[src/rtl/gp_reg_arbiter.sv]
// gp_reg_arbiter
// Round-robin arbiter between two write requesters (A = ALU writeback,
// B = load path) for the single write port of a small register file.
// The winning write is held in a one-entry write stage that drives the
// register file write port on the following cycle. Reads that hit the
// staged address are stalled for one cycle, or are served from the stage
// when GP_ARB_FORWARD_EN is defined.
module gp_reg_arbiter #(
    parameter int DATA_W = 8,
    parameter int ADDR_W = 2
) (
    input  logic              clk,
    input  logic              reset,
    input  logic              wr_req_a,
    input  logic [ADDR_W-1:0] wr_addr_a,
    input  logic [DATA_W-1:0] wr_data_a,
    output logic              wr_ack_a,
    input  logic              wr_req_b,
    input  logic [ADDR_W-1:0] wr_addr_b,
    input  logic [DATA_W-1:0] wr_data_b,
    output logic              wr_ack_b,
    input  logic              rd_req,
    input  logic [ADDR_W-1:0] rd_addr1,
    input  logic [ADDR_W-1:0] rd_addr2,
    output logic              rd_ready,
    output logic [DATA_W-1:0] rd_data1,
    output logic [DATA_W-1:0] rd_data2,
    input  logic [DATA_W-1:0] rf_out1,
    input  logic [DATA_W-1:0] rf_out2,
    output logic              reg_write,
    output logic [ADDR_W-1:0] in_address,
    output logic [DATA_W-1:0] in_data,
    output logic              read_en
);

    localparam logic PICK_A = 1'b0;
    localparam logic PICK_B = 1'b1;

    logic              rr_ptr_reg;
    logic              stage_vld_reg;
    logic [ADDR_W-1:0] stage_addr_reg;
    logic [DATA_W-1:0] stage_data_reg;

    logic              grant_a;
    logic              grant_b;
    logic              stage_live;

    logic [1:0][ADDR_W-1:0] rd_addr_vec;
    logic [1:0][DATA_W-1:0] rf_out_vec;
    logic [1:0][DATA_W-1:0] rd_data_vec;
    logic [1:0]             hit;

    // A wins when alone or when favoured; B likewise. Reset silences both.
    assign grant_a = ~reset & wr_req_a & (~wr_req_b | (rr_ptr_reg == PICK_A));
    assign grant_b = ~reset & wr_req_b & (~wr_req_a | (rr_ptr_reg == PICK_B));

    assign wr_ack_a = grant_a;
    assign wr_ack_b = grant_b;

    // Gating with reset discards a staged write caught by reset so it never commits.
    assign stage_live = stage_vld_reg & ~reset;

    assign reg_write  = stage_live;
    assign in_address = stage_addr_reg;
    assign in_data    = stage_data_reg;
    assign read_en    = rd_req;

    assign rd_addr_vec = {rd_addr2, rd_addr1};
    assign rf_out_vec  = {rf_out2, rf_out1};

    // Per read port: hazard against the write stage and operand selection.
    generate
        for (genvar gi = 0; gi < 2; gi++) begin : g_rd_port
            assign hit[gi] = stage_live & (stage_addr_reg == rd_addr_vec[gi]);
`ifdef GP_ARB_FORWARD_EN
            assign rd_data_vec[gi] = hit[gi] ? stage_data_reg : rf_out_vec[gi];
`else
            assign rd_data_vec[gi] = rf_out_vec[gi];
`endif
        end
    endgenerate

    assign rd_data1 = rd_data_vec[0];
    assign rd_data2 = rd_data_vec[1];

`ifdef GP_ARB_FORWARD_EN
    assign rd_ready = ~reset & rd_req;
`else
    assign rd_ready = ~reset & rd_req & ~(|hit);
`endif

    // Round-robin pointer and write stage; the loser of a grant is favoured next.
    always_ff @(posedge clk) begin
        if (reset) begin
            rr_ptr_reg     <= PICK_A;
            stage_vld_reg  <= 1'b0;
            stage_addr_reg <= '0;
            stage_data_reg <= '0;
        end else if (grant_a) begin
            rr_ptr_reg     <= PICK_B;
            stage_vld_reg  <= 1'b1;
            stage_addr_reg <= wr_addr_a;
            stage_data_reg <= wr_data_a;
        end else if (grant_b) begin
            rr_ptr_reg     <= PICK_A;
            stage_vld_reg  <= 1'b1;
            stage_addr_reg <= wr_addr_b;
            stage_data_reg <= wr_data_b;
        end else begin
            stage_vld_reg  <= 1'b0;
        end
    end

endmodule

[config.mk]
export PLATFORM = sky130hd
export DESIGN_NAME = gp_reg_arbiter
export DESIGN_NICKNAME = d
export VERILOG_FILES = /design/src/rtl/gp_reg_arbiter.sv
export SDC_FILE = /design/constraint.sdc
export NUM_CORES = 1
export LEC_CHECK = 0
export BUFFER_PORTS_ARGS = -buffer_cell sky130_fd_sc_hd__buf_4
export CORE_MARGIN = 1.5
export CORE_UTILIZATION = 38
export DETAILED_ROUTE_END_ITERATION = 12
export HOLD_SLACK_MARGIN = 0.02
export PLACE_DENSITY = 0.84
export SETUP_SLACK_MARGIN = 0.4
export SLEW_MARGIN = 20
export SYNTH_ARGS = -nofsm -noshare
export SYNTH_HDL_FRONTEND = slang
export SYNTH_SLANG_ARGS = --single-unit
[constraint.sdc]
create_clock -name clk -period 1.89 [get_ports clk]
set_input_delay 0.189 -clock clk [delete_from_list [all_inputs] [get_ports clk]]
set_output_delay 0.189 -clock clk [all_outputs]
set_load 0.005 [all_outputs]
After elaboration in Yosys (flattened, before gate mapping):

Cells that the tools add are included.

* equal/unequal tests: 2
* reduce and logical (&&, ||, !) cells: 2
* multiplexer cells: 8
* bitwise operators: 16

Operators by type and width (count)
* $mux W8: 2
* $and A1 B1 Y1: 9
* $not A1 Y1: 5
* $eq A2 B2 Y1: 2
* $mux W1: 4
* $mux W2: 2
* $or A1 B1 Y1: 2
* $reduce_bool A2 Y1: 1
* $reduce_or A2 Y1: 1

* input bits: 45
* word-level logic and storage cells: 32
* bits in registers: 12

Logic depth before layout (Yosys ltp):

* word-level depth: 6
* mapped depth: 4
* mapped depth without buffers: 3

Worst setup path before layout:

No wires, ideal clock.

* kind: register -> output
* from: reg stage_addr_reg[1] (netlist: in_address[1])
* to: out rd_ready
* required time: 1.701 ns
* slack: 0.918 ns
* arrival time: 0.783 ns
* stages on the path, launching flop included: 4
* cell sequence: dfxtp_1 > xor2_1 > o22ai_1 > a21oi_1

* longest elaborated chain between the ends: 5

Ends and longest elaborated chain
* start: declaration: RTL line 41 `logic [ADDR_W-1:0] stage_addr_reg;`
* start signal: assignment: RTL line 102 `stage_addr_reg <= wr_addr_a;`
* start signal: assignment: RTL line 107 `stage_addr_reg <= wr_addr_b;`
* $eq A2 B2 Y1: RTL line 74 `assign hit[gi] = stage_live & (stage_addr_reg == rd_addr_vec[gi]);`
* $and A1 B1 Y1: RTL line 74
* $reduce_or A2 Y1 (*): RTL line 89 `assign rd_ready = ~reset & rd_req & ~(|hit);`
* $not A1 Y1 (*): RTL line 89
* $and A1 B1 Y1 (*): RTL line 89
* end: declaration: RTL line 25 `output logic rd_ready,`

Every way passes the cells marked *; elsewhere a longest branch is shown, timed or not.

Worst setup path in the final report:

* from: reg stage_addr_reg[0] (netlist: in_address[0])
* to: out rd_ready

The elaborated chain is that of the path after synthesis.

==> impl_metrics.tcl <==
set metrics [dict create \
    hold-path-endpoint "in_data[2]$_SDFFE_PP0P_" \
    wl_mm 1.759 \
    core_region_area_um2 1922 \
    avgSynthCellArea_um2 8.687 \
    rr_worst_depth 5 \
    cp.required_ns 1.70 \
    rr_startpoint "rr_ptr_reg$_SDFFE_PP0P_" \
    rsz0062_at_grt "false" \
    dp_slack_ns 0.6371 \
    worstHoldStart "wr_data_a[2]" \
    outcome "finished, final reports clean" \
    postRouteAntennaNets 0 \
    fin_ws_ns 0.4537 \
    hold_path_depth 3 \
    cpPeakStageDelay_ns 0.41 \
    io_pins 76 \
    ys_seq_area_share_pct 31.42 \
    port-buffer-count 43 \
    path_clk_slew_ns 0.08 \
    wl_per_cell_um 12.30 \
    hold_viol 0 \
    clock-skew-final_ns 0.005642 \
    drtPass1Iterations 3 \
    dp_cells 138 \
    cts_buffer_depth 2 \
    p_leak_nw 0.4981 \
    setup-tns-final_ns 0 \
    initial_core_util_pct 39.78 \
    grt_overflow 0 \
    cts_buffers 3 \
    cp_num_buf_inv 1 \
    max_slew_margin_pct 59.97 \
    hold_class "input port to flop" \
    netlist_instances 88 \
    syn_area_um2 764.5 \
    crit_family "flip-flops" \
    n_fill_cell 181 \
    first_iter_violations 13 \
    antenna_found_initial 0 \
    grt_pass1_vias 565 \
    grtUsageTotal_pct 14.77 \
    drive_gt1_share_pct 53.45 \
    ir_drop_mv 0.2989 \
    cp.arrival_ns 1.25 \
    yosysWarningCount 0 \
    reg2reg_setup_slack_ns 0.65 \
    row_count 16 \
    die_h_um 47.86 \
    crit_type "flop to output port" \
    nets 162 \
    grt_max_degree 16 \
    syn_nets 133 \
    startpoint_type "flop" \
    path_max_fanout 4 \
    powerDensity_nw_per_um2 660.2 \
    final_cells 143 \
    fmax_ghz 0.6962 \
    slew_viol_final 0 \
    die_x_um 47.86 \
    clock_insertion_delay_worst_skew_ns 0.27 \
    min_period_over_period_pct 75.99 \
    htreeDepth 1 \
    critical_path.cell_chain "xor2_1 -> o22ai_1 -> a21oi_1 -> buf_4" \
    syn2layout_area_growth_pct 32.90 \
    ys_ff_latch 12 \
    num_vias 683 \
    post-route-min-period_ns 1.436 \
    end_kind "output port" \
    ys_types 18 \
    die-area_um2 2290 \
    setup_violations 0 \
    tightest_slew_ns 0.5972 \
    cap_violations 0 \
    largest_reg_flops 8 \
    clockRootBuffer "clkbuf_4" \
    gp_congestion 0.6248 \
    rr_endpoint "in_data[5]$_SDFFE_PP0P_" \
    cts_tree "built" \
    vias_per_cell 4.776 \
    grt_pass1_wl_mm 2.332 \
    n_antenna_cell 0 \
    route.detailed.drc 0 \
    dp_hpwl_mm 1.360 \
    slowest_stage "dfxtp_1" \
    total_power_uw 670.8 \
    clock_sinks 12 \
    cts_resized 0 \
]
-- how the worst max path moves through the flow --
stage | start | endpoint | cells after the start
2_1_floorplan | in_address[1]$_SDFFE_PP0P_ | rd_ready | 3
3_3_place_gp | wr_req_b | wr_ack_a | 5
3_5_place_dp | wr_req_a | in_data[5]$_SDFFE_PP0P_ | 4
4_1_cts | in_address[0]$_SDFFE_PP0P_ | rd_ready | 4
5_1_grt | in_address[0]$_SDFFE_PP0P_ | rd_ready | 4
6_report | in_address[0]$_SDFFE_PP0P_ | rd_ready | 4
-- placed cells by master, fill, tap and decap left out --
cell and instances:
and2_4 1, o211ai_2 10, nand3_1 10, nor3b_1 1, a21oi_2 1, clkbuf_4 3
nand2_1 20, o22ai_1 1, dfxtp_1 12, nand2b_1 1, o21a_1 1, nor2b_1 2
nor3_2 1, xor2_1 4, a21oi_1 1, o21ba_1 1, clkbuf_8 1, buf_4 45
-- timing repair --
action / 4_1_cts / 5_1_grt
hold buffers: 0 / 0
buffers inserted: 1 / 0
setup endpoints to repair: 1 / 0
-- routing by layer --
| metal | up-vias | part of all wire (%) | global-route usage, % |
|---|---|---|---|
| met5 | - | 0 | 0 |
| met4 | 0 | 0.57 | 7.027 |
| met3 | 2 | 8.6 | 4.528 |
| met2 | 33 | 49 | 25.07 |
| met1 | 306 | 42 | 16.74 |
| li1 | 342 | - | - |
-- worst reg2reg max path: stages, from the launching register on --
cell and delay (ns):
dfxtp_1 0.33, a21oi_2 0.11, buf_4 0.19, and2_4 0.17
buf_4 0.21, o211ai_2 0.12
-- per-stage QoR --
stage / utilization, % / hold WS, ns / cell area [µm²]
2_1_floorplan: - / 0.3471 / 764.5
3_3_place_gp: 50.59 / 0.3780 / 972.2
3_5_place_dp: 50.59 / 0.3780 / 972.2
4_1_cts: 52.86 / 0.1630 / 1016
5_1_grt: 52.86 / 0.1682 / 1016
6_report: 52.86 / 0.1605 / 1016
-- logic make-up (layout without fill, tap and decap cells) --
logic type | Yosys count | after routing | share of synthesized area (%)
simple gates | 36 | 36 | 22.26
compound gates | 15 | 15 | 21.28
buf+inv | 21 | 49 | 20.46
flops | 12 | 12 | 31.42
xor+xnor | 4 | 4 | 4.582
-- synth_stat cells --
library cell,n,area [µm²]
nand2_1,20,75.07
buf_4,18,135.1
dfxtp_1,12,240.2
nand3_1,10,50.05
o211ai_2,10,125.1
xor2_1,4,35.03
buf_2,2,10.01
nor2b_1,2,12.51
a21oi_1,1,5.000
a21oi_2,1,8.760
and2_4,1,8.760
buf_6,1,11.26
nand2b_1,1,6.260
nor3_2,1,10.01
nor3b_1,1,7.510
o21a_1,1,7.510
o21ba_1,1,10.01
o22ai_1,1,6.260
-- power breakdown --
group	switching [mW]	internal [mW]	leakage, nW
Clock	0.0886	0.117	0.0210
Sequential	0.0161	0.277	0.100
Combinational	0.0684	0.104	0.377
Total	0.173	0.498	0.498
-- area by class of cell --
class                      count  area, µm²  share of cell area (%)
tap                           27      33.78                   3.325
clock buffer                   4      36.28                   3.571
timing repair buffer          45      337.8                   33.25
sequential                    12      240.2                   23.65
multi-input combinational     55      367.9                   36.21
(Power assumes the default switching activity.)
